## src/rtl/softmax_norm_pkg.sv

```systemverilog
// Shared types for the softmax normaliser: FSM state encoding and accumulator sizing.
// Latency: n/a (package only).
// Backpressure: n/a (package only).
package softmax_norm_pkg;

   typedef enum logic [1:0] {
      ST_LOAD = 2'd0,
      ST_DIV  = 2'd1,
      ST_EMIT = 2'd2
   } state_t;

   // Accumulator width that cannot wrap when n_max elements of data_w bits are summed.
   function automatic int sum_width(input int data_w, input int n_max);
      return data_w + $clog2(n_max);
   endfunction

endpackage

```

## src/rtl/softmax_norm_unit_div.sv

```systemverilog
// Restoring divider producing the low Q_W quotient bits of num/den, saturating when
// the quotient would need more bits. Latency: start cycle + Q_W iterations (done is
// combinational in the final iteration). Backpressure: none; start is ignored while busy.
// Ports: start loads num/den; busy marks iterations; done/quot are valid together.
module seq_div_unsigned #(
   parameter int NUM_W = 35,
   parameter int DEN_W = 19,
   parameter int Q_W   = 16
) (
   input  logic             clk,
   input  logic             rst,
   input  logic             start,
   input  logic [NUM_W-1:0] num,
   input  logic [DEN_W-1:0] den,
   output logic             busy,
   output logic             done,
   output logic [Q_W-1:0]   quot
);

   localparam int CNT_W = $clog2(Q_W + 1);

   logic [DEN_W-1:0] rem_q;
   logic [Q_W-1:0]   lo_q;      // remaining low numerator bits, MSB first
   logic [Q_W-2:0]   q_q;       // quotient bits produced so far
   logic             sat_q;
   logic [CNT_W-1:0] cnt_q;
   logic             run_q;

   logic [DEN_W:0]   trial_sh;
   logic             q_bit;
   logic [DEN_W-1:0] rem_n;
   logic [Q_W-1:0]   q_shift;

   always_comb begin
      trial_sh = {rem_q, lo_q[Q_W-1]};
      q_bit    = (trial_sh >= {1'b0, den});
      rem_n    = q_bit ? DEN_W'(trial_sh - {1'b0, den}) : trial_sh[DEN_W-1:0];
      q_shift  = {q_q, q_bit};
   end

   assign busy = run_q;
   assign done = run_q && (cnt_q == CNT_W'(1));
   // Upper numerator part already >= den means the quotient does not fit in Q_W bits.
   assign quot = sat_q ? {Q_W{1'b1}} : q_shift;

   always_ff @(posedge clk) begin
      if (rst) begin
         rem_q <= '0;
         lo_q  <= '0;
         q_q   <= '0;
         sat_q <= 1'b0;
         cnt_q <= '0;
         run_q <= 1'b0;
      end else if (start && !run_q) begin
         rem_q <= num[NUM_W-1:Q_W];
         lo_q  <= num[Q_W-1:0];
         q_q   <= '0;
         sat_q <= (num[NUM_W-1:Q_W] >= den);
         cnt_q <= CNT_W'(Q_W);
         run_q <= 1'b1;
      end else if (run_q) begin
         rem_q <= rem_n;
         lo_q  <= {lo_q[Q_W-2:0], 1'b0};
         q_q   <= q_shift[Q_W-2:0];
         cnt_q <= cnt_q - CNT_W'(1);
         if (cnt_q == CNT_W'(1)) run_q <= 1'b0;
      end
   end

endmodule

```

## src/rtl/softmax_norm_unit.sv

```systemverilog
// Streaming sum-normaliser: buffers up to N_MAX activations, then emits each as a Q0.OUT_W fraction of the sum.
// Latency: OUT_W+2 cycles from the last input beat to the first output; one element per OUT_W+2 cycles.
// Backpressure: in_ready only in LOAD; output beat held stable until out_ready.
// Ports: in_* input stream, out_* output stream, zero_sum/overflow status, busy.
// Optional: SOFTMAX_NORM_ARGMAX_EN adds argmax (index of largest element, valid with out_last).
module softmax_norm_unit
   import softmax_norm_pkg::*;
#(
   parameter int DATA_W = 16,
   parameter int N_MAX  = 8,
   parameter int OUT_W  = 16
) (
   input  logic              clk,
   input  logic              rst,
   input  logic              in_valid,
   output logic              in_ready,
   input  logic [DATA_W-1:0] in_data,
   input  logic              in_last,
   output logic              out_valid,
   input  logic              out_ready,
   output logic [OUT_W-1:0]  out_data,
   output logic              out_last,
   output logic              zero_sum,
   output logic              overflow,
   output logic              busy
`ifdef SOFTMAX_NORM_ARGMAX_EN
   ,
   output logic [$clog2(N_MAX)-1:0] argmax
`endif
);

   localparam int SUM_W = sum_width(DATA_W, N_MAX);
   localparam int IDX_W = $clog2(N_MAX);
   localparam int CNT_W = $clog2(N_MAX + 1);

   state_t            state_q, state_d;
   logic [DATA_W-1:0] elem_buf [N_MAX];
   logic [CNT_W-1:0]  count_q;
   logic [SUM_W-1:0]  sum_q;
   logic [IDX_W-1:0]  idx_q;

   logic              last_slot, load_done, sum_zero, elem_last;
   logic              div_start, div_busy, div_done;
   logic [OUT_W-1:0]  div_quot;

   assign in_ready  = (state_q == ST_LOAD);
   assign out_valid = (state_q == ST_EMIT);
   assign busy      = !((state_q == ST_LOAD) && (count_q == '0));

   assign last_slot = (count_q == CNT_W'(N_MAX - 1));
   assign load_done = in_valid && (in_last || last_slot);
   assign sum_zero  = (sum_q == '0);
   assign elem_last = (CNT_W'(idx_q) == (count_q - CNT_W'(1)));
   // Zero-sum vectors bypass the divider entirely.
   assign div_start = (state_q == ST_DIV) && !div_busy && !sum_zero;

   always_ff @(posedge clk) begin
      if (rst) state_q <= ST_LOAD;
      else     state_q <= state_d;
   end

   always_comb begin
      state_d = state_q;
      case (state_q)
         ST_LOAD: if (load_done) state_d = ST_DIV;
         ST_DIV:  if (sum_zero || div_done) state_d = ST_EMIT;
         ST_EMIT: if (out_ready) state_d = out_last ? ST_LOAD : ST_DIV;
         default: state_d = ST_LOAD;
      endcase
   end

   // Element buffer carries no reset: it is only read after being written in LOAD.
   always_ff @(posedge clk) begin
      if ((state_q == ST_LOAD) && in_valid)
         elem_buf[count_q[IDX_W-1:0]] <= in_data;
   end

   always_ff @(posedge clk) begin
      if (rst) begin
         count_q  <= '0;
         sum_q    <= '0;
         idx_q    <= '0;
         out_data <= '0;
         out_last <= 1'b0;
         zero_sum <= 1'b0;
         overflow <= 1'b0;
      end else begin
         case (state_q)
            ST_LOAD: begin
               if (in_valid) begin
                  sum_q   <= sum_q + SUM_W'(in_data);
                  count_q <= count_q + CNT_W'(1);
                  idx_q   <= '0;
                  if (count_q == '0) begin
                     zero_sum <= 1'b0;
                     overflow <= 1'b0;
                  end
                  // Buffer full without in_last: force-terminate; the next beat opens a new vector.
                  if (last_slot && !in_last) overflow <= 1'b1;
               end
            end
            ST_DIV: begin
               if (sum_zero) begin
                  out_data <= '0;
                  out_last <= elem_last;
                  zero_sum <= 1'b1;
               end else if (div_done) begin
                  out_data <= div_quot;
                  out_last <= elem_last;
               end
            end
            ST_EMIT: begin
               if (out_ready) begin
                  if (out_last) begin
                     count_q <= '0;
                     sum_q   <= '0;
                  end else begin
                     idx_q <= idx_q + IDX_W'(1);
                  end
               end
            end
            default: ;
         endcase
      end
   end

`ifdef SOFTMAX_NORM_ARGMAX_EN
   logic [DATA_W-1:0] max_q;

   // Strict greater-than keeps the lowest index on ties.
   always_ff @(posedge clk) begin
      if (rst) begin
         argmax <= '0;
         max_q  <= '0;
      end else if ((state_q == ST_LOAD) && in_valid) begin
         if ((count_q == '0) || (in_data > max_q)) begin
            max_q  <= in_data;
            argmax <= count_q[IDX_W-1:0];
         end
      end
   end
`endif

   seq_div_unsigned #(
      .NUM_W (SUM_W + OUT_W),
      .DEN_W (SUM_W),
      .Q_W   (OUT_W)
   ) u_div (
      .clk   (clk),
      .rst   (rst),
      .start (div_start),
      .num   ({SUM_W'(elem_buf[idx_q]), {OUT_W{1'b0}}}),
      .den   (sum_q),
      .busy  (div_busy),
      .done  (div_done),
      .quot  (div_quot)
   );

endmodule

```

## config.mk

```make
export PLATFORM = sky130hd
export DESIGN_NAME = softmax_norm_unit
export DESIGN_NICKNAME = d
export VERILOG_FILES = /design/src/rtl/softmax_norm_pkg.sv /design/src/rtl/softmax_norm_unit_div.sv /design/src/rtl/softmax_norm_unit.sv
export SDC_FILE = /design/constraint.sdc
export NUM_CORES = 1
export LEC_CHECK = 0
export ABC_AREA = 1
export CORE_AREA = 2 2 148 150
export CTS_CLUSTER_SIZE = 28
export DETAILED_ROUTE_END_ITERATION = 10
export DIE_AREA = 0 0 150 152
export GPL_ROUTABILITY_DRIVEN = 1
export PLACE_DENSITY_LB_ADDON = 0.1
export SLEW_MARGIN = 20
export SYNTH_ARGS = -nofsm -noshare
export SYNTH_HDL_FRONTEND = slang
export SYNTH_SLANG_ARGS = --single-unit
```

## constraint.sdc

```tcl
create_clock -name clk -period 2.94 [get_ports clk]
set_clock_uncertainty 0.1 [all_clocks]
set_input_delay 0.294 -clock clk [delete_from_list [all_inputs] [get_ports clk]]
set_output_delay 0.294 -clock clk [all_outputs]
set_load 0.01 [all_outputs]
```

==> results.cfg <==
[min_path]
holdCritPathClass = input port to flip-flop
hold_end = count_q[0]$_SDFFE_PP0P_
min_path_cells = 4
hp-start = rst

[synth]
muxShareOfSynthArea_pct = 0
seq_area_frac_synth_pct = 49.16
synthAdderAreaFrac_pct = 6.427
ys_seq_elements = 219
ys_top_cells_by_count = nand2_1 (329), nor2_1 (141), edfxtp_1 (128)
async_flop_share_pct = 0
synth_compound_area_share_pct = 12.75
synth-xor-area-share_pct = 0.9120
syn_nets = 1467
synthSimpleGateAreaFrac_pct = 23.87
synth_top_area_share_pct = 33.35
synth_top_family_by_area = simple AND/OR/NAND/NOR gates
yosysTopAreaCell = edfxtp_1
ys_types = 45
synth.most_common_cell = nand2_1
yosys_most_used_dff = edfxtp_1
synth_edf_count = 128
syn_area_um2 = 11520
synth_area_leaders = edfxtp_1 (33%), dfxtp_1 (16%), nand2_1 (11%)
avgSynthCellArea_um2 = 8.303
yosys_warnings = 0
syn_inst = 1388

[finish]
final_util_pct = 61.64
stdcell_area_um2 = 13160
n_fill_cell = 1893
drive_gt1_share_pct = 8.985
antennaDiodeCount = 0
syn_to_final_growth_pct = 14.19
nets = 1518

[setup_path]
criticalPathCategory = flip-flop to flip-flop
worstPathCellList = inv_2 -> buf_4 -> o21ai_0 -> o22ai_1 -> nand2_1 -> nand2_1 -> ha_1 -> nand2_1 -> inv_1 -> nor3_1 -> nand2_1 -> nand2_1 -> nand4_1 -> nand2_1 -> a21oi_1
crit_family = simple AND/OR/NAND/NOR gates
worstPathMaxFanout = 24
reg2reg_depth = 15
start_kind = flip-flop
timing.rr.end = u_div.sat_q$_SDFFE_PP0P_
critPathBufInv = 3
crit_arrival_ns = 2.94
critPathSlowestCell = buf_4
rrSetupSlack_ns = 0.29
required_ns = 3.23
crit_top_cell = nand2_1
cp_slowest_stage_delay_ns = 0.34
critPathCaptureType = flip-flop

[clock_network]
cts_buffer_depth = 3
ctsHoldBuffers = 0
postCtsSetupRepairBufs = 0
cts_sinks = 219
htree_levels = 1
cts-resized-gates = 0
cts_tree = yes
clkLatencyLatePin_ns = 0.53
root_buffer = clkbuf_16
clkTransAtPathRegs_ns = 0.06
cts_buffers = 25

[route]
viasPerCell = 5.521
vias = 9595
drtIter0Drc = 666
wire_per_inst_um = 16.95
ant_nets = 0
drc = 0
drt_pass1_iterations = 6
wirelength_mm = 29.47

[floorplanning]
core_area_um2 = 21350
num_rows = 54
start_util_pct = 53.98
io_pins = 43
die_w_um = 150
die_y_um = 152
dieArea_um2 = 22800

[sta]
fin_crit_ns = 2.648
fmax_mhz = 377.6
hold_ws_ns = 0.008324
setup_viol = 0
maxSlewViolCount = 0
min_period_over_period_pct = 90.08
slew_headroom_pct = 56.25
hold_viol = 0
tns_ns = 0
grt_setup_unrepaired = false
worst_slew_pin_slew_ns = 0.6556

[grt]
antenna_found_initial = 0
grt_pass1_vias = 8847
track_usage_pct = 26.20
grt_max_degree = 48
grt_overflow = 0
grt_pass1_wl_mm = 47.31

[power_and_ir_drop]
power_density_nw_per_um2 = 731.7
p_leak_nw = 5.407
vdd_drop_max_mv = 0.4479

[placed_design]
place_hpwl_mm = 20.52
gp_congestion = 0.9885
io_buffer_count = 42
placed_area_um2 = 12310

[job]
drv_cap = 0

[status]
status = complete, no violations
[kinds of logic (layout without fill, tap and decap cells)]
family                     after synthesis  in the layout
buffers and inverters                  191            261
and+or+nand+nor                        631            631
adders and majority gates               58             58
DFF                                    219            219
AOI/OAI and AO/OA                      277            277
xor gates and xnor gates                12             12
[layer usage]
| metal | global-route usage, % | part of all wire [%] | vias up |
|---|---|---|---|
| li1 | - | - | 4792 |
| met1 | 39.18 | 48 | 4484 |
| met2 | 39.44 | 43 | 261 |
| met3 | 4.324 | 6.1 | 58 |
| met4 | 7.367 | 2.8 | 0 |
| met5 | 0 | 0 | - |
[tightest hold or removal path: cells and delay by family]
family | cells | cell delay, ns
buffers and inverters | 3 | 0.21
AND/OR/NAND/NOR | 1 | 0.09
[worst max path at each step]
stage	depth (start not counted)	startpoint	endpoint	slack, ns
floorplan	5	state_q[1]$_SDFFE_PP0P_	elem_buf[6][0]$_DFFE_PP_	0.32
global placement	14	in_data[0]	sum_q[8]$_SDFFE_PP0P_	0.31
detailed placement	14	in_data[0]	sum_q[8]$_SDFFE_PP0P_	0.29
CTS	15	flip-flop	u_div.sat_q$_SDFFE_PP0P_	0.32
global route	13	flip-flop	u_div.sat_q$_SDFFE_PP0P_	0.1
finish	15	flip-flop	u_div.sat_q$_SDFFE_PP0P_	0.29
[sequential cells by signal (all words and copies together), names as in the netlist, named ones only]
register     count
out_last         1
overflow         1
zero_sum         1
elem_buf       128
count_q          4
sum_q           19
out_data        16
state_q          2
u_div.sat_q      1
u_div.busy       1
u_div.cnt_q      5
u_div.q_q       15
idx_q            3
u_div.rem_q     19
[layout make-up]
| class | instances | area, um^2 | area share [%] |
|---|---|---|---|
| clock inverters | 8 | 98.84 | 0.7511 |
| multi-input cells | 978 | 5089 | 38.67 |
| repair buffers | 77 | 690.7 | 5.248 |
| clock buffers | 38 | 747.0 | 5.676 |
| well taps | 280 | 350.3 | 2.662 |
| inverters | 138 | 518.0 | 3.936 |
| flip-flops and latches | 219 | 5667 | 43.06 |
[cells in the final DEF (no fill, tap or decap), types with 8 or more instances in the layout]
| cell | instances |
|---|---|
| ha_1 | 56 |
| nand4_1 | 19 |
| dfxtp_1 | 90 |
| clkbuf_16 | 26 |
| nor3_1 | 13 |
| nand3_1 | 78 |
| edfxtp_1 | 128 |
| nor2_2 | 8 |
| nand2_1 | 329 |
| buf_4 | 34 |
| nand3b_1 | 12 |
| inv_1 | 123 |
| nand2_2 | 8 |
| o21ai_0 | 117 |
| xor2_1 | 8 |
| clkdlybuf4s50_1 | 41 |
| o22ai_1 | 32 |
| inv_2 | 14 |
| a21oi_1 | 110 |
| nor2_1 | 136 |
[power by group]
group	internal [W]	total [W]	leakage, nW	switching, W
Combinational	0.000980	0.00297	3.09	0.00199
Sequential	0.00339	0.00349	1.90	0.000109
Clock	0.00193	0.00316	0.414	0.00123
Total	0.00629	0.00963	5.41	0.00334
[per-stage QoR]
| stage | power (W) | cells | setup WS (ns) |
|---|---|---|---|
| 2_1_floorplan | 0.005835 | 1388 | 0.3165 |
| 3_3_place_gp | 0.006453 | 1692 | 0.3141 |
| 3_5_place_dp | 0.006478 | 1692 | 0.2908 |
| 4_1_cts | 0.009629 | 1738 | 0.3248 |
| 5_1_grt | 0.01017 | 1738 | 0.09586 |
| 6_report | 0.009630 | 1738 | 0.2917 |
Power figures use the tool's default switching activity.
